==> src/rtl/slc3_pkg.sv <==
// slc3_pkg: shared types and constants for the SLC-3 processor.
//   - state_e  : microsequencer states
//   - gate_e   : which source drives the shared bus
//   - aluk_e   : ALU operation select
//   - addr2_e  : offset select for the address adder
//   - ctrl_t   : control word driven by the sequencer into the datapath
//   - sext()   : sign-extend a field whose sign bit sits at position msb
package slc3_pkg;

    localparam logic [15:0] IO_ADDR_DEFAULT = 16'hFFFF;

    localparam logic [3:0] OP_BR    = 4'b0000;
    localparam logic [3:0] OP_ADD   = 4'b0001;
    localparam logic [3:0] OP_JSR   = 4'b0100;
    localparam logic [3:0] OP_AND   = 4'b0101;
    localparam logic [3:0] OP_LDR   = 4'b0110;
    localparam logic [3:0] OP_STR   = 4'b0111;
    localparam logic [3:0] OP_NOT   = 4'b1001;
    localparam logic [3:0] OP_JMP   = 4'b1100;
    localparam logic [3:0] OP_PAUSE = 4'b1101;

    typedef enum logic [4:0] {
        StHalted,
        StFetch1,
        StFetch2,
        StFetch3,
        StFetch4,
        StDecode,
        StAlu,
        StBr,
        StJmp,
        StJsr1,
        StJsr2,
        StLdr1,
        StLdr2,
        StLdr3,
        StLdr4,
        StStr1,
        StStr2,
        StStr3,
        StPause1,
        StPause2
    } state_e;

    typedef enum logic [2:0] {
        GateNone,
        GatePc,
        GateMdr,
        GateAlu,
        GateMarmux
    } gate_e;

    typedef enum logic [1:0] {
        AluAdd,
        AluAnd,
        AluNot,
        AluPassA
    } aluk_e;

    typedef enum logic [1:0] {
        Addr2Zero,
        Addr2Off6,
        Addr2Off9,
        Addr2Off11
    } addr2_e;

    // All-zero is the idle control word: nothing loads, bus gated off.
    typedef struct packed {
        logic   ld_mar;
        logic   ld_mdr;
        logic   ld_ir;
        logic   ld_pc;
        logic   ld_reg;
        logic   ld_cc;
        logic   ld_ben;
        logic   ld_led;
        logic   ld_hex;
        logic   mio_en;     // MDR takes read data instead of the bus
        logic   pc_bus;     // PC takes the bus instead of PC+1
        logic   dr_r7;      // destination forced to R7
        logic   sr1_dr;     // SR1 read port uses IR[11:9]
        logic   addr1_base; // address adder base is SR1 instead of PC
        addr2_e addr2;
        aluk_e  aluk;
        gate_e  gate;
    } ctrl_t;

    function automatic logic [15:0] sext(input logic [15:0] val, input logic [3:0] msb);
        logic [15:0] upper;
        upper = 16'hFFFF << msb;
        return val[msb] ? (val | upper) : (val & ~upper);
    endfunction

endpackage

==> src/rtl/slc3_if.sv <==
// slc3_if: external memory bus of the SLC-3.
//   mem_addr  : address (MAR)
//   mem_wdata : write data (MDR)
//   mem_rdata : read data, valid one cycle after mem_addr settles
//   mem_we    : single-cycle write strobe
// master = processor side, slave = memory side.
interface slc3_if;
    logic [15:0] mem_addr;
    logic [15:0] mem_wdata;
    logic [15:0] mem_rdata;
    logic        mem_we;

    modport master (
        output mem_addr,
        output mem_wdata,
        output mem_we,
        input  mem_rdata
    );

    modport slave (
        input  mem_addr,
        input  mem_wdata,
        input  mem_we,
        output mem_rdata
    );
endinterface

==> src/rtl/slc3_datapath.sv <==
// slc3_datapath: register file, ALU, address adder, bus mux and the
// PC/IR/MAR/MDR/NZP/BEN/LED/hex registers of the SLC-3.
//   clk_i     : clock
//   rst_ni    : synchronous active-low reset
//   ctrl_i    : control word from the sequencer
//   rd_data_i : memory/IO read data (already I/O-mapped)
//   pc_o, ir_o, mar_o, mdr_o : architectural registers
//   ben_o     : registered branch-enable
//   led_o     : PAUSE display, hex_o : last IO store
module slc3_datapath
    import slc3_pkg::*;
(
    input  logic        clk_i,
    input  logic        rst_ni,
    input  ctrl_t       ctrl_i,
    input  logic [15:0] rd_data_i,
    output logic [15:0] pc_o,
    output logic [15:0] ir_o,
    output logic [15:0] mar_o,
    output logic [15:0] mdr_o,
    output logic        ben_o,
    output logic [11:0] led_o,
    output logic [15:0] hex_o
);

    logic [15:0] pc_q, pc_d;
    logic [15:0] ir_q, ir_d;
    logic [15:0] mar_q, mar_d;
    logic [15:0] mdr_q, mdr_d;
    logic [15:0] regs_q [8];
    logic [15:0] regs_d [8];
    logic [2:0]  nzp_q, nzp_d;
    logic        ben_q, ben_d;
    logic [11:0] led_q, led_d;
    logic [15:0] hex_q, hex_d;

    logic [2:0]  sr1_idx, dr_idx;
    logic [15:0] sr1_val, sr2_val, alu_b, alu_out;
    logic [15:0] addr1, addr2, marmux, bus;

    // Operand selection, ALU and address adder.
    always_comb begin
        sr1_idx = ctrl_i.sr1_dr ? ir_q[11:9] : ir_q[8:6];
        dr_idx  = ctrl_i.dr_r7 ? 3'd7 : ir_q[11:9];
        sr1_val = regs_q[sr1_idx];
        sr2_val = regs_q[ir_q[2:0]];
        alu_b   = ir_q[5] ? sext(ir_q, 4'd4) : sr2_val;

        alu_out = sr1_val;
        unique case (ctrl_i.aluk)
            AluAdd:   alu_out = sr1_val + alu_b;
            AluAnd:   alu_out = sr1_val & alu_b;
            AluNot:   alu_out = ~sr1_val;
            AluPassA: alu_out = sr1_val;
            default:  alu_out = sr1_val;
        endcase

        addr1 = ctrl_i.addr1_base ? sr1_val : pc_q;
        addr2 = 16'd0;
        unique case (ctrl_i.addr2)
            Addr2Zero:  addr2 = 16'd0;
            Addr2Off6:  addr2 = sext(ir_q, 4'd5);
            Addr2Off9:  addr2 = sext(ir_q, 4'd8);
            Addr2Off11: addr2 = sext(ir_q, 4'd10);
            default:    addr2 = 16'd0;
        endcase
        marmux = addr1 + addr2;
    end

    // Single shared bus; undriven reads as zero.
    always_comb begin
        bus = 16'd0;
        unique case (ctrl_i.gate)
            GatePc:     bus = pc_q;
            GateMdr:    bus = mdr_q;
            GateAlu:    bus = alu_out;
            GateMarmux: bus = marmux;
            default:    bus = 16'd0;
        endcase
    end

    always_comb begin
        pc_d = pc_q;
        if (ctrl_i.ld_pc) begin
            pc_d = ctrl_i.pc_bus ? bus : pc_q + 16'd1;
        end
        ir_d  = ctrl_i.ld_ir ? bus : ir_q;
        mar_d = ctrl_i.ld_mar ? bus : mar_q;
        mdr_d = mdr_q;
        if (ctrl_i.ld_mdr) begin
            mdr_d = ctrl_i.mio_en ? rd_data_i : bus;
        end

        regs_d = regs_q;
        if (ctrl_i.ld_reg) begin
            regs_d[dr_idx] = bus;
        end

        nzp_d = nzp_q;
        if (ctrl_i.ld_cc) begin
            if (bus[15]) begin
                nzp_d = 3'b100;
            end else if (bus == 16'd0) begin
                nzp_d = 3'b010;
            end else begin
                nzp_d = 3'b001;
            end
        end

        ben_d = ctrl_i.ld_ben ? |(ir_q[11:9] & nzp_q) : ben_q;
        led_d = ctrl_i.ld_led ? ir_q[11:0] : led_q;
        hex_d = ctrl_i.ld_hex ? mdr_q : hex_q;
    end

    always_ff @(posedge clk_i) begin
        if (!rst_ni) begin
            pc_q   <= 16'd0;
            ir_q   <= 16'd0;
            mar_q  <= 16'd0;
            mdr_q  <= 16'd0;
            regs_q <= '{default: 16'd0};
            nzp_q  <= 3'b010;
            ben_q  <= 1'b0;
            led_q  <= 12'd0;
            hex_q  <= 16'd0;
        end else begin
            pc_q   <= pc_d;
            ir_q   <= ir_d;
            mar_q  <= mar_d;
            mdr_q  <= mdr_d;
            regs_q <= regs_d;
            nzp_q  <= nzp_d;
            ben_q  <= ben_d;
            led_q  <= led_d;
            hex_q  <= hex_d;
        end
    end

    assign pc_o  = pc_q;
    assign ir_o  = ir_q;
    assign mar_o = mar_q;
    assign mdr_o = mdr_q;
    assign ben_o = ben_q;
    assign led_o = led_q;
    assign hex_o = hex_q;

endmodule

==> src/rtl/slc3_top.sv <==
// slc3_top: SLC-3 processor top level. Holds the microsequencer (ISDU) and
// the memory-mapped switch/hex I/O; the datapath lives in slc3_datapath.
//   Clk, Reset      : clock, synchronous active-low reset
//   Run, Continue   : active-low start / PAUSE-resume buttons
//   S               : switches, returned by loads from IO_ADDR
//   mem_if          : external memory bus (addr=MAR, wdata=MDR)
//   LED             : IR[11:0] captured by PAUSE
//   hex_out         : last store to IO_ADDR
//   pc_out, ir_out  : debug copies of PC and IR
module slc3_top
    import slc3_pkg::*;
#(
    parameter logic [15:0] IO_ADDR = IO_ADDR_DEFAULT
) (
    input  logic          Clk,
    input  logic          Reset,
    input  logic          Run,
    input  logic          Continue,
    input  logic [15:0]   S,
    slc3_if.master        mem_if,
    output logic [11:0]   LED,
    output logic [15:0]   hex_out,
    output logic [15:0]   pc_out,
    output logic [15:0]   ir_out
);

    state_e      state_q, state_d;
    ctrl_t       ctrl;
    logic        mem_we;
    logic        ben;
    logic [15:0] pc, ir, mar, mdr, rd_data;
    logic [3:0]  opcode;

    assign opcode = ir[15:12];

    // Switches shadow memory at IO_ADDR for every read, fetches included.
    assign rd_data = (mar == IO_ADDR) ? S : mem_if.mem_rdata;

    slc3_datapath u_datapath (
        .clk_i     (Clk),
        .rst_ni    (Reset),
        .ctrl_i    (ctrl),
        .rd_data_i (rd_data),
        .pc_o      (pc),
        .ir_o      (ir),
        .mar_o     (mar),
        .mdr_o     (mdr),
        .ben_o     (ben),
        .led_o     (LED),
        .hex_o     (hex_out)
    );

    always_ff @(posedge Clk) begin
        if (!Reset) begin
            state_q <= StHalted;
        end else begin
            state_q <= state_d;
        end
    end

    always_comb begin
        state_d = state_q;
        ctrl    = '0;
        mem_we  = 1'b0;
        unique case (state_q)
            StHalted: begin
                if (!Run) begin
                    state_d = StFetch1;
                end
            end
            StFetch1: begin
                ctrl.gate   = GatePc;
                ctrl.ld_mar = 1'b1;
                ctrl.ld_pc  = 1'b1;
                state_d     = StFetch2;
            end
            StFetch2: state_d = StFetch3;
            StFetch3: begin
                ctrl.ld_mdr = 1'b1;
                ctrl.mio_en = 1'b1;
                state_d     = StFetch4;
            end
            StFetch4: begin
                ctrl.gate  = GateMdr;
                ctrl.ld_ir = 1'b1;
                state_d    = StDecode;
            end
            StDecode: begin
                ctrl.ld_ben = 1'b1;
                case (opcode)
                    OP_ADD, OP_AND, OP_NOT: state_d = StAlu;
                    OP_BR:  state_d = StBr;
                    OP_JMP: state_d = StJmp;
                    OP_JSR: state_d = StJsr1;
                    OP_LDR: state_d = StLdr1;
                    OP_STR: state_d = StStr1;
                    OP_PAUSE: begin
                        // Capture here so LED is already valid while waiting.
                        ctrl.ld_led = 1'b1;
                        state_d     = StPause1;
                    end
                    default: state_d = StFetch1;
                endcase
            end
            StAlu: begin
                ctrl.gate   = GateAlu;
                ctrl.ld_reg = 1'b1;
                ctrl.ld_cc  = 1'b1;
                case (opcode)
                    OP_AND:  ctrl.aluk = AluAnd;
                    OP_NOT:  ctrl.aluk = AluNot;
                    default: ctrl.aluk = AluAdd;
                endcase
                state_d = StFetch1;
            end
            StBr: begin
                if (ben) begin
                    ctrl.gate   = GateMarmux;
                    ctrl.addr2  = Addr2Off9;
                    ctrl.ld_pc  = 1'b1;
                    ctrl.pc_bus = 1'b1;
                end
                state_d = StFetch1;
            end
            StJmp: begin
                ctrl.gate       = GateMarmux;
                ctrl.addr1_base = 1'b1;
                ctrl.addr2      = Addr2Zero;
                ctrl.ld_pc      = 1'b1;
                ctrl.pc_bus     = 1'b1;
                state_d         = StFetch1;
            end
            StJsr1: begin
                ctrl.gate   = GatePc;
                ctrl.dr_r7  = 1'b1;
                ctrl.ld_reg = 1'b1;
                state_d     = StJsr2;
            end
            StJsr2: begin
                ctrl.gate   = GateMarmux;
                ctrl.addr2  = Addr2Off11;
                ctrl.ld_pc  = 1'b1;
                ctrl.pc_bus = 1'b1;
                state_d     = StFetch1;
            end
            StLdr1, StStr1: begin
                ctrl.gate       = GateMarmux;
                ctrl.addr1_base = 1'b1;
                ctrl.addr2      = Addr2Off6;
                ctrl.ld_mar     = 1'b1;
                state_d         = (state_q == StLdr1) ? StLdr2 : StStr2;
            end
            StLdr2: state_d = StLdr3;
            StLdr3: begin
                ctrl.ld_mdr = 1'b1;
                ctrl.mio_en = 1'b1;
                state_d     = StLdr4;
            end
            StLdr4: begin
                ctrl.gate   = GateMdr;
                ctrl.ld_reg = 1'b1;
                ctrl.ld_cc  = 1'b1;
                state_d     = StFetch1;
            end
            StStr2: begin
                // Source register lives in the DR field for stores.
                ctrl.gate   = GateAlu;
                ctrl.sr1_dr = 1'b1;
                ctrl.aluk   = AluPassA;
                ctrl.ld_mdr = 1'b1;
                state_d     = StStr3;
            end
            StStr3: begin
                if (mar == IO_ADDR) begin
                    ctrl.ld_hex = 1'b1;
                end else begin
                    mem_we = 1'b1;
                end
                state_d = StFetch1;
            end
            StPause1: begin
                if (!Continue) begin
                    state_d = StPause2;
                end
            end
            StPause2: begin
                if (Continue) begin
                    state_d = StFetch1;
                end
            end
            default: state_d = StHalted;
        endcase
    end

    assign mem_if.mem_addr  = mar;
    assign mem_if.mem_wdata = mdr;
    assign mem_if.mem_we    = mem_we;
    assign pc_out           = pc;
    assign ir_out           = ir;

endmodule

==> src/flat_wrapper.sv <==
// flat-port wrapper written by rule: the top's interface ports become plain ports
module slc3_top_flat import slc3_pkg::*;
#(
    parameter logic [15:0] IO_ADDR = IO_ADDR_DEFAULT
)
  (Clk, Reset, Run, Continue, S, LED, hex_out, pc_out, ir_out, mem_if_mem_addr, mem_if_mem_wdata, mem_if_mem_we, mem_if_mem_rdata);
  slc3_if mem_if_i ();
  input  logic Clk;
  input  logic Reset;
  input  logic Run;
  input  logic Continue;
  input  logic [15:0] S;
  output logic [11:0] LED;
  output logic [15:0] hex_out;
  output logic [15:0] pc_out;
  output logic [15:0] ir_out;
  output wire logic [$bits(mem_if_i.mem_addr)-1:0] mem_if_mem_addr;
  output wire logic [$bits(mem_if_i.mem_wdata)-1:0] mem_if_mem_wdata;
  output wire logic [$bits(mem_if_i.mem_we)-1:0] mem_if_mem_we;
  input wire logic [$bits(mem_if_i.mem_rdata)-1:0] mem_if_mem_rdata;
  assign mem_if_mem_addr = mem_if_i.mem_addr;
  assign mem_if_mem_wdata = mem_if_i.mem_wdata;
  assign mem_if_mem_we = mem_if_i.mem_we;
  assign mem_if_i.mem_rdata = mem_if_mem_rdata;
  slc3_top #(.IO_ADDR(IO_ADDR)) u_core (.Clk(Clk), .Reset(Reset), .Run(Run), .Continue(Continue), .S(S), .mem_if(mem_if_i), .LED(LED), .hex_out(hex_out), .pc_out(pc_out), .ir_out(ir_out));
endmodule
==> config.mk <==
export PLATFORM = sky130hd
export DESIGN_NAME = slc3_top_flat
export DESIGN_NICKNAME = d
export VERILOG_FILES = /design/src/rtl/slc3_pkg.sv /design/src/rtl/slc3_if.sv /design/src/rtl/slc3_datapath.sv /design/src/rtl/slc3_top.sv /design/src/flat_wrapper.sv
export SDC_FILE = /design/constraint.sdc
export NUM_CORES = 1
export LEC_CHECK = 0
export BUFFER_PORTS_ARGS = -buffer_cell sky130_fd_sc_hd__buf_2
export CORE_MARGIN = 4
export CORE_UTILIZATION = 45
export CTS_CLUSTER_DIAMETER = 30
export CTS_CLUSTER_SIZE = 24
export DETAILED_ROUTE_END_ITERATION = 12
export GPL_TIMING_DRIVEN = 0
export SYNTH_ARGS = -nofsm -noshare
export SYNTH_HDL_FRONTEND = slang
export SYNTH_SLANG_ARGS = --single-unit
export TNS_END_PERCENT = 50
==> constraint.sdc <==
create_clock -name Clk -period 16.4 [get_ports Clk]
set_input_delay 3.28 -clock Clk [delete_from_list [all_inputs] [get_ports Clk]]
set_output_delay 3.28 -clock Clk [all_outputs]
set_load 0.1 [all_outputs]
After elaboration in Yosys (flattened, before gate mapping)
Index checks and enable logic that the tools add are counted.
- bitwise operators: 6
- $lt $le $gt $ge: 4
- equal/unequal tests: 41
- reduce and logical (&&, ||, !) cells: 23
- add/sub/neg operators: 3
- mux-type cells: 55
- operator list (operator ; count):
    two-way mux 16 bit ; 14
    one-hot mux 16 bit (4 select lines) ; 3
    bitwise mux 128 bit ; 1
    binary-select mux 16 bit (select 3 bit) ; 2
    one-hot mux 5 bit (14 select lines) ; 1
    demux 16 bit (select 3 bit) ; 1
    equality test 5 x 4 -> 1 bit, second input constant ; 8
    one-hot mux 5 bit (7 select lines) ; 1
    adder 16 bit ; 2
    OR reduction 3 bit ; 7
    equality test 5 x 3 -> 1 bit, second input constant ; 4
    equality test 5 bit, second input constant ; 4
    two-way mux 5 bit ; 4
    adder 16 x 1 -> 16 bit, second input constant ; 1
    AND 16 bit ; 1
    equality test 16 bit, second input constant ; 1
    equality test 4 x 3 -> 1 bit, second input constant ; 4
    zero test 16 bit ; 1
    inverter 16 bit ; 1
    two-way mux 1 bit ; 15
    one-hot mux 3 bit (5 select lines) ; 1
    OR reduction 2 bit ; 7
    equality test 4 bit, second input constant ; 3
    >= comparator 4 bit, second input constant ; 3
    24 further kinds ; 42
- logic and storage cells: 149
- bits in registers: 229
- input port bits: 36

Depth between registers and ports, before layout
Gate-level depths: netlist of the first run.
- depth in word-level cells: 13
- gate-level depth with buffers: 23
- gate-level depth less buffers: 19

By module
Synthesis of the first run repeated with hierarchy kept, for this count alone.
- cell total of the unflattened synthesis: 1683
- area total of the unflattened synthesis: 14604.0 µm²
- by module, submodules not included (module ; times used ; seq. area each (µm²) ; area an instance (µm²) ; cells an instance):
    slc3_datapath ; 1 ; 4484.3 ; 13714.4 ; 1554
    slc3_top ; 1 ; 100.1 ; 889.6 ; 129

Worst setup path after synthesis of the first run
Ideal clock, no wire load.
- kind: register to output
- start point: register u_core.u_datapath.mar_q[9] (netlist: u_core.u_datapath.mar_o[9])
- end point: output port mem_if_mem_we
- required time: 13.120 ns
- arrival: 3.644 ns
- path slack: 9.476 ns
- cell stages (with the launch flop): 6
- cells stage by stage: dfxtp_1 nand4_1 nor4_1 clkbuf_1 clkbuf_1 nor3_1
- cells in the longest elaborated chain, start to end: 3
- RTL lines (what ; line ; RTL):
    start: declaration ; slc3_datapath.sv:28 ; logic [15:0] mar_q, mar_d;
    start signal: assignment ; slc3_datapath.sv:129 ; mar_q <= mar_d;
    equality test 16 bit ; slc3_top.sv:174 ; if (mar == IO_ADDR) begin
    two-way mux 1 bit ; slc3_top.sv:174 ;
    two-way mux 1 bit ; slc3_top.sv:65 ; unique case (state_q)
    end: declaration ; flat_wrapper.sv:19 ; output wire logic [$bits(mem_if_i.mem_we)-1:0] mem_if_mem_we;
Every way passes these cells.

Worst setup path in the final report of the first run
- start point: register u_core.u_datapath.ir_q[1] (netlist: u_core.u_datapath.ir_o[1])
- end point: register u_core.u_datapath.nzp_q[1]
- cells in the longest elaborated chain, start to end: 11
- elaborated cells between the ends (all ways): 18
- RTL lines (what ; line ; RTL):
    start: declaration ; slc3_datapath.sv:27 ; logic [15:0] ir_q, ir_d;
    start signal: assignment ; slc3_datapath.sv:128 ; ir_q <= ir_d;
    inverter 3 -> 4 bit (not written as such) ; slc3_datapath.sv:46 ; sr2_val = regs_q[ir_q[2:0]];
    binary-select mux 16 bit (select 3 bit) ; slc3_datapath.sv:46 ;
    two-way mux 16 bit (not written as such) (2 in series) ; slc3_datapath.sv:46 ;
    two-way mux 16 bit ; slc3_datapath.sv:47 ; alu_b = ir_q[5] ? sext(ir_q, 4'd4) : sr2_val;
    adder 16 bit or AND 16 bit (tied branches) ; slc3_datapath.sv:51, slc3_datapath.sv:52 ;
    one-hot mux 16 bit (4 select lines) ; slc3_datapath.sv:50 ; unique case (ctrl_i.aluk)
    one-hot mux 16 bit (4 select lines) * ; slc3_datapath.sv:73 ; unique case (ctrl_i.gate)
    zero test 16 bit ; slc3_datapath.sv:103 ; end else if (bus == 16'd0) begin
    two-way mux 2 bit ; slc3_datapath.sv:103 ;
    two-way mux 3 bit * ; slc3_datapath.sv:101 ; if (bus[15]) begin
    end signal: assignment ; slc3_datapath.sv:132 ; nzp_q <= nzp_d;
    end: declaration ; slc3_datapath.sv:32 ; logic [2:0] nzp_q, nzp_d;
Every way passes the cells marked *; elsewhere a longest branch is shown, timed or not. The select of a mux whose other input is x is not followed.
A chain may end at the register's enable or synchronous reset.

==> results.json, run 1 <==
{
  "outcome": "finished with violations",
  "violations": "capacitance limit",
  "cp.required_ns": 16.92,
  "ys_top_cells_by_area": "dfxtp_1 32%, a211oi_1 11%, nor2_1 6.9%",
  "rsz0062_at_grt": "no",
  "die_y_um": 185,
  "setup_violations": 0,
  "port-buffer-count": 127,
  "cts_root_buf": "clkbuf_16",
  "grt_max_degree": 15,
  "antenna_found_initial": 0,
  "fin_cells": 2293,
  "synth_enable_flop_cells": 0,
  "grt_use_met1_pct": 52.2,
  "coreArea_sq_mm": 0.0308,
  "cts.sinks": 229,
  "crit_fanout": 10,
  "power_density_mw_per_mm2": 109,
  "fillers": 2909,
  "hold_viol_final": 0,
  "drc": 0,
  "htreeDepth": 2,
  "vias_per_cell": 6.64,
  "synth_area_sq_mm": 0.0142,
  "slew-limit-headroom_pct": 0.883,
  "synth_fp_nets": 1739,
  "cts_tree": "done",
  "clkLatencyLatePin_ns": 0.58,
  "ys.flop_type": "dfxtp_1",
  "ys_ff_latch": 229,
  "grt_pass1_vias": 14000,
  "leakage_nw": 6.60,
  "dp.cells": 2192,
  "fin_skew_ns": 0.0268,
  "layout_commonest_cell": "nor2_1",
  "gr-usage-met2_pct": 52.1,
  "cts_buffers": 55,
  "synth.avg_cell_area_sq_um": 8.48,
  "ctsResizeCount": 0,
  "start_kind": "flop",
  "synth_cell_type_count": 100,
  "grt.busiest_layer": "met1",
  "maxSlewViolCount": 0,
  "min_period_over_period_pct": 45.3,
  "n_antenna_cell": 0,
  "hold_buffers": 0,
  "fin_crit_ns": 7.43,
  "arrival_ns": 7.95,
  "synthCells": 1669,
  "drtAntennaViolNets": 0,
  "die_area_sq_mm": 0.0344,
  "grtUsageTotal_pct": 35.8,
  "start_util_pct": 45.9,
  "final_nets": 1923,
  "yosys_warnings": 0,
  "hpwl_mm": 49.3,
  "grt_pass1_wl_mm": 92.1,
  "clk_pin_slew_ns": 0.05,
  "dr.pass1.iters": 8,
  "yosysSeqAreaShare_pct": 32.4,
  "die_w_um": 185,
  "yosysTopAreaCell": "dfxtp_1",
  "overflow": 0,
  "std_cell_rows": 64,
  "cts_max_path_buffers": 3,
  "use_met3_pct": 7.82,
  "routed_wl_mm": 63.8,
  "tns_ns": 0,
  "wl_per_cell_um": 27.8,
  "worstSetupPathType": "flop to flop",
  "tightestPinTransition_ns": 1.48,
  "synth-async-reset-ratio_pct": 0,
  "drive_gt1_share_pct": 17.0,
  "max_freq_mhz": 135,
  "first_iter_violations": 1762,
  "ir_drop_mv": 0.0844,
  "io_pins": 129,
  "cp-end-kind": "flop",
  "mostFrequentLayoutCells": "260 x nor2_1, 229 x dfxtp_1, 201 x a211oi_1",
  "syn_to_final_growth_pct": 21.7,
  "cap_viol_max_count": 1,
  "yosysTopAreaCellShare_pct": 32.4,
  "hold_class": "flop to flop",
  "post_cts_buffers": 0,
  "place.gp.congestion": 1.02,
  "num_vias": 15200
}
-- power by group --
| part | internal, mW | switching, mW | total, mW | leakage [nW] |
|---|---|---|---|---|
| Combinational | 0.0411 | 0.134 | 0.175 | 3.81 |
| Sequential | 0.566 | 0.00850 | 0.574 | 1.85 |
| Clock | 0.773 | 0.363 | 1.14 | 0.938 |
-- final timing paths --
kind | start | cells after the start | slack (ns) | end
setup / recovery | u_core.u_datapath.ir_o[1] | 17 | 8.97 | u_core.u_datapath.nzp_q[1]
hold / removal | u_core.u_datapath.nzp_q[0] | 2 | 0.46 | u_core.u_datapath.nzp_q[0]
setup reg to reg | u_core.u_datapath.ir_o[1] | 17 | 8.97 | u_core.u_datapath.nzp_q[1]
hold reg to reg | u_core.u_datapath.nzp_q[0] | 2 | 0.46 | u_core.u_datapath.nzp_q[0]
-- state kept, by name (all words and copies together) (netlist names) --
signal / count
u_core.state_q: 5
u_core.u_datapath.ben_o: 1
u_core.u_datapath.hex_o: 16
u_core.u_datapath.ir_o: 16
u_core.u_datapath.led_o: 12
u_core.u_datapath.mar_o: 16
u_core.u_datapath.mdr_o: 16
u_core.u_datapath.nzp_q: 3
u_core.u_datapath.pc_o: 16
u_core.u_datapath.regs_q: 128
-- routing by layer --
metal / wire [um] / up-vias / share of wire, %
met1: 27600 / 7460 / 43
li1: - / 6702 / -
met5: 0 / - / 0
met4: 2510 / 0 / 3.9
met2: 26900 / 892 / 42
met3: 6740 / 173 / 11
-- synth_stat cells (all sizes together) (5+ instances only) --
cell type and n:
nand3 37, o22ai 5, xor2 14, o211a 11
dfxtp 229, inv 20, buf 27, and3 25
nor4b 5, a211oi 205, nor2b 6, or2 5
mux4 32, nand2b 26, a221oi 12, and2 10
o211ai 11, nor3b 7, nand4 14, a222oi 5
a2111oi 6, nor2 262, nor4 11, a22oi 15
a21oi 66, a31oi 8, clkbuf 122, nand2 98
mux2 14, o21a 7, mux2i 72, a311oi 17
nor3 21, a32o 6, a211o 12, xnor2 20
a32oi 13, a21o 15, ha 32, o31ai 7
o21ai 78
-- per-stage QoR --
| stage | cell area, sq um | power [mW] | hold slack, ns | utilization, % | setup WS, ns |
|---|---|---|---|---|---|
| after CTS | 17200 | 1.88 | 0.459 | 55.9 | 9.21 |
| final | 17200 | 1.89 | 0.458 | 55.9 | 8.97 |
| after detailed placement | 15300 | 0.755 | 0.452 | 49.6 | 9.17 |
| after global routing | 17200 | 1.93 | 0.478 | 55.9 | 8.69 |
| after global placement | 15300 | 0.754 | 0.453 | 49.6 | 9.15 |
| after floorplan | 14200 | 0.707 | 0.437 | - | 9.48 |
-- final cells by class --
class,count,area (sq um),area share (%)
clock inverter,38,487,2.83
inverter,22,82.6,0.479
multi-input combinational,1269,8860,51.4
buffer,149,636,3.69
tap,396,495,2.88
clock buffer,63,1450,8.40
sequential,229,4580,26.6
timing repair buffer,127,636,3.69
-- critical path, stage by stage (launching register included) --
cell	delay, ns
dfxtp_1	0.32
clkbuf_1	0.66
buf_1	0.85
clkbuf_1	0.88
mux4_2	0.42
nand2_1	0.06
o21ai_0	0.41
ha_1	0.39
a211o_1	0.35
a2111oi_0	0.71
o31ai_1	0.26
mux2_2	0.34
nor4bb_1	0.14
nor3b_1	0.42
and3b_1	0.25
nand4_1	0.12
nor4_2	0.56
a31o_1	0.22
-- kinds of logic after synthesis --
| kind of cell | synth area share (%) |
|---|---|
| adders and majority gates | 3.11 |
| muxes | 11.3 |
| AOI/OAI and AO/OA | 27.4 |
| DFF | 32.4 |
| xor gates and xnor gates | 2.26 |
| and+or+nand+nor | 18.4 |
| buffers and inverters | 5.07 |
Note: power is estimated with default switching activity, not from simulation.
==> run 2: changes to the inputs <==
--- a/config.mk
+++ b/config.mk
@@ -5,6 +5,7 @@
 export SDC_FILE = /design/constraint.sdc
 export NUM_CORES = 1
 export LEC_CHECK = 0
+export ABC_AREA = 1
 export BUFFER_PORTS_ARGS = -buffer_cell sky130_fd_sc_hd__buf_2
 export CORE_MARGIN = 4
 export CORE_UTILIZATION = 45
@@ -12,6 +13,7 @@
 export CTS_CLUSTER_SIZE = 24
 export DETAILED_ROUTE_END_ITERATION = 12
 export GPL_TIMING_DRIVEN = 0
+export PLACE_DENSITY = 0.65
 export SYNTH_ARGS = -nofsm -noshare
 export SYNTH_HDL_FRONTEND = slang
 export SYNTH_SLANG_ARGS = --single-unit
==> constraint.sdc (replaced) <==
create_clock -name Clk -period 6.7 [get_ports Clk]
set_input_delay 1.34 -clock Clk [delete_from_list [all_inputs] [get_ports Clk]]
set_output_delay 1.34 -clock Clk [all_outputs]
set_load 0.1 [all_outputs]
==> results.json, run 2 <==
{
  "outcome": "complete, no violations",
  "fin_crit_ns": 6.22,
  "num_vias": 17100,
  "cts_buffers": 61,
  "power_density_mw_per_mm2": 289,
  "arrival_ns": 6.69,
  "hold_buffers": 0,
  "cts.sinks": 229,
  "drtAntennaViolNets": 0,
  "antenna_found_initial": 1,
  "ys.flop_type": "dfxtp_1",
  "largest_register": "u_core.u_datapath.regs_q",
  "cp.required_ns": 7.17,
  "routed_wl_mm": 67.2,
  "vias_per_cell": 5.79,
  "netSwitchingFraction_pct": 30.0,
  "rsz0062_at_grt": "no",
  "cap_viol_max_count": 0,
  "cts_root_buf": "clkbuf_16",
  "die_w_um": 187,
  "yosys_warnings": 0,
  "drc": 0,
  "slew-limit-headroom_pct": 18.1,
  "p_clk_share_pct": 58.1,
  "tightestPinTransition_ns": 1.23,
  "r2r_end": "u_core.u_datapath.nzp_q[0]",
  "syn_to_final_growth_pct": 22.8,
  "first_iter_violations": 2047,
  "tns_ns": 0,
  "r2r_cells": 27,
  "ys_top_cells_by_area": "dfxtp_1 32%, o21ai_0 11%, nand2_1 11%",
  "combPwrFrac_pct": 13.9,
  "post_cts_buffers": 0,
  "io_pins": 129,
  "layout_commonest_cell": "nand2_1",
  "multi_input_area_sq_mm": 0.00779,
  "start_util_pct": 45.8,
  "dr.pass1.iters": 6,
  "maxSlewViolCount": 0,
  "cts_max_path_buffers": 3,
  "synth-async-reset-ratio_pct": 0,
  "intPower_mw": 3.61,
  "fin_skew_ns": 0.0405,
  "yosysSeqAreaShare_pct": 31.6,
  "placed_cell_area_sq_mm": 0.0156,
  "drive_gt1_share_pct": 12.0,
  "stdcell_area_sq_mm": 0.0178,
  "htreeDepth": 2,
  "post-synth-top-count-cell": "nand2_1",
  "synth_cell_type_count": 52,
  "cts_tree": "done",
  "crit_fanout": 10,
  "largest_reg_flops": 128,
  "cp-end-kind": "flop",
  "overflow": 0,
  "hpwl_mm": 51.1,
  "leakage_nw": 8.78,
  "ir_drop_mv": 0.369,
  "grt_max_degree": 19,
  "yosysTopAreaCell": "dfxtp_1",
  "coreArea_sq_mm": 0.0316,
  "min_path_cells": 2,
  "max_freq_mhz": 161,
  "ys_ff_latch": 229,
  "yosys-top-cells-count": "431 x nand2_1, 404 x inv_1, 328 x o21ai_0",
  "grt_pass1_vias": 15700,
  "port-buffer-count": 128,
  "synth_fp_nets": 2378,
  "timing.rr.start": "u_core.state_q[2]",
  "die_y_um": 187,
  "synth_enable_flop_cells": 0,
  "ctsResizeCount": 0,
  "synth.avg_cell_area_sq_um": 6.28,
  "synthCells": 2308,
  "wl_per_cell_um": 22.7,
  "yosysTopAreaCellShare_pct": 31.6,
  "seqCellArea_sq_mm": 0.00458,
  "clk_pin_slew_ns": 0.05,
  "grtUsageTotal_pct": 36.8,
  "grt_pass1_wl_mm": 98.6,
  "hold_class": "flop to flop",
  "clkLatencyLatePin_ns": 0.62,
  "synth_area_sq_mm": 0.0145,
  "std_cell_rows": 65,
  "hp-start": "u_core.u_datapath.nzp_q[0]",
  "p_switching_mw": 1.54,
  "place.gp.congestion": 1.05,
  "setup_violations": 0,
  "r2r_setup_slack_ns": 0.48,
  "hold_viol_final": 0,
  "start_kind": "flop",
  "fillers": 3169,
  "min_period_over_period_pct": 92.9,
  "die_area_sq_mm": 0.0352,
  "min_to": "u_core.u_datapath.nzp_q[0]",
  "final_nets": 2569,
  "mostFrequentLayoutCells": "431 x nand2_1, 404 x inv_1, 328 x o21ai_0",
  "seq_power_share_pct": 27.9,
  "worstSetupPathType": "flop to flop"
}
-- run 2: power by group through the flow --
stage	registers, mW	logic, mW	clock network [mW]
after floorplan	1.67	0.277	0
after global placement	1.46	0.697	0
after detailed placement	1.46	0.697	0
after CTS	1.44	0.701	3.01
after global routing	1.44	0.748	3.10
final	1.44	0.718	3.00
-- run 2: stage by stage --
stage | std cells | setup slack [ns] | hold WS (ns) | utilization (%) | power [mW]
CTS | 2953 | 0.734 | 0.476 | 56.3 | 5.15
detailed placement | 2838 | 0.750 | 0.468 | 49.4 | 2.16
global placement | 2838 | 0.676 | 0.462 | 49.4 | 2.16
finish | 2955 | 0.479 | 0.477 | 56.3 | 5.15
floorplan | 2308 | 2.43 | 0.445 | - | 1.95
global route | 2953 | 0.295 | 0.499 | 56.3 | 5.29
-- run 2: logic make-up after synthesis --
kind of cell    after synthesis  share of synthesized area, %
compound gates              703                          26.9
xor+xnor                      8                         0.483
fa+ha+maj                    34                          3.04
buf+inv                     544                          14.6
flops                       229                          31.6
simple gates                790                          23.3
-- run 2: worst max-delay path: stages, from the launching register on --
cell and delay [ns]:
dfxtp_1 0.35, nor2_4 0.23, nand4_1 0.32, nand2_2 0.34, clkbuf_1 0.57, nand2_1 0.11
nand3_1 0.12, nand3_1 0.24, nand2_1 0.23, nand2_1 0.06, o21ai_0 0.17, ha_1 0.25
inv_1 0.07, fa_1 0.48, o21ai_0 0.54, nand4_1 0.15, nand3_1 0.14, a21oi_1 0.06
o21ai_0 0.14, nand2_1 0.13, inv_1 0.07, nand2_1 0.31, inv_2 0.27, nand2_1 0.17
nor2_1 0.17, nand3_2 0.17, nand2_1 0.10, a21oi_1 0.06
-- run 2: layout make-up --
type / count / share of cell area, %
diodes: 2 / 0.0281
clock inverters: 37 / 2.54
flip-flops and latches: 229 / 25.7
multi-input cells: 1535 / 43.8
repair buffers: 128 / 3.60
well taps: 402 / 2.82
plain buffers: 129 / 3.15
clock buffers: 78 / 9.60
inverters: 415 / 8.75
-- run 2: how the worst max path moves through the flow --
stage                         startpoint                           end  slack, ns  cells past startpoint
2_1_floorplan  u_core.u_datapath.ir_o[9]    u_core.u_datapath.nzp_q[0]       2.43                     26
5_1_grt                u_core.state_q[0]  u_core.u_datapath.regs_q[26]       0.29                     26
3_5_place_dp           u_core.state_q[0]    u_core.u_datapath.nzp_q[0]       0.75                     27
3_3_place_gp           u_core.state_q[0]    u_core.u_datapath.nzp_q[0]       0.68                     27
6_report               u_core.state_q[2]    u_core.u_datapath.nzp_q[0]       0.48                     27
4_1_cts                u_core.state_q[0]    u_core.u_datapath.nzp_q[0]       0.73                     27
-- run 2: routing by layer --
layer / vias to the layer above / GRT usage (%) / routed length (um)
met4: 0 / 17.4 / 3540
li1: 7957 / - / -
met1: 7945 / 49.4 / 27200
met3: 176 / 7.91 / 7670
met5: - / 0 / 0
met2: 1039 / 56.5 / 28700
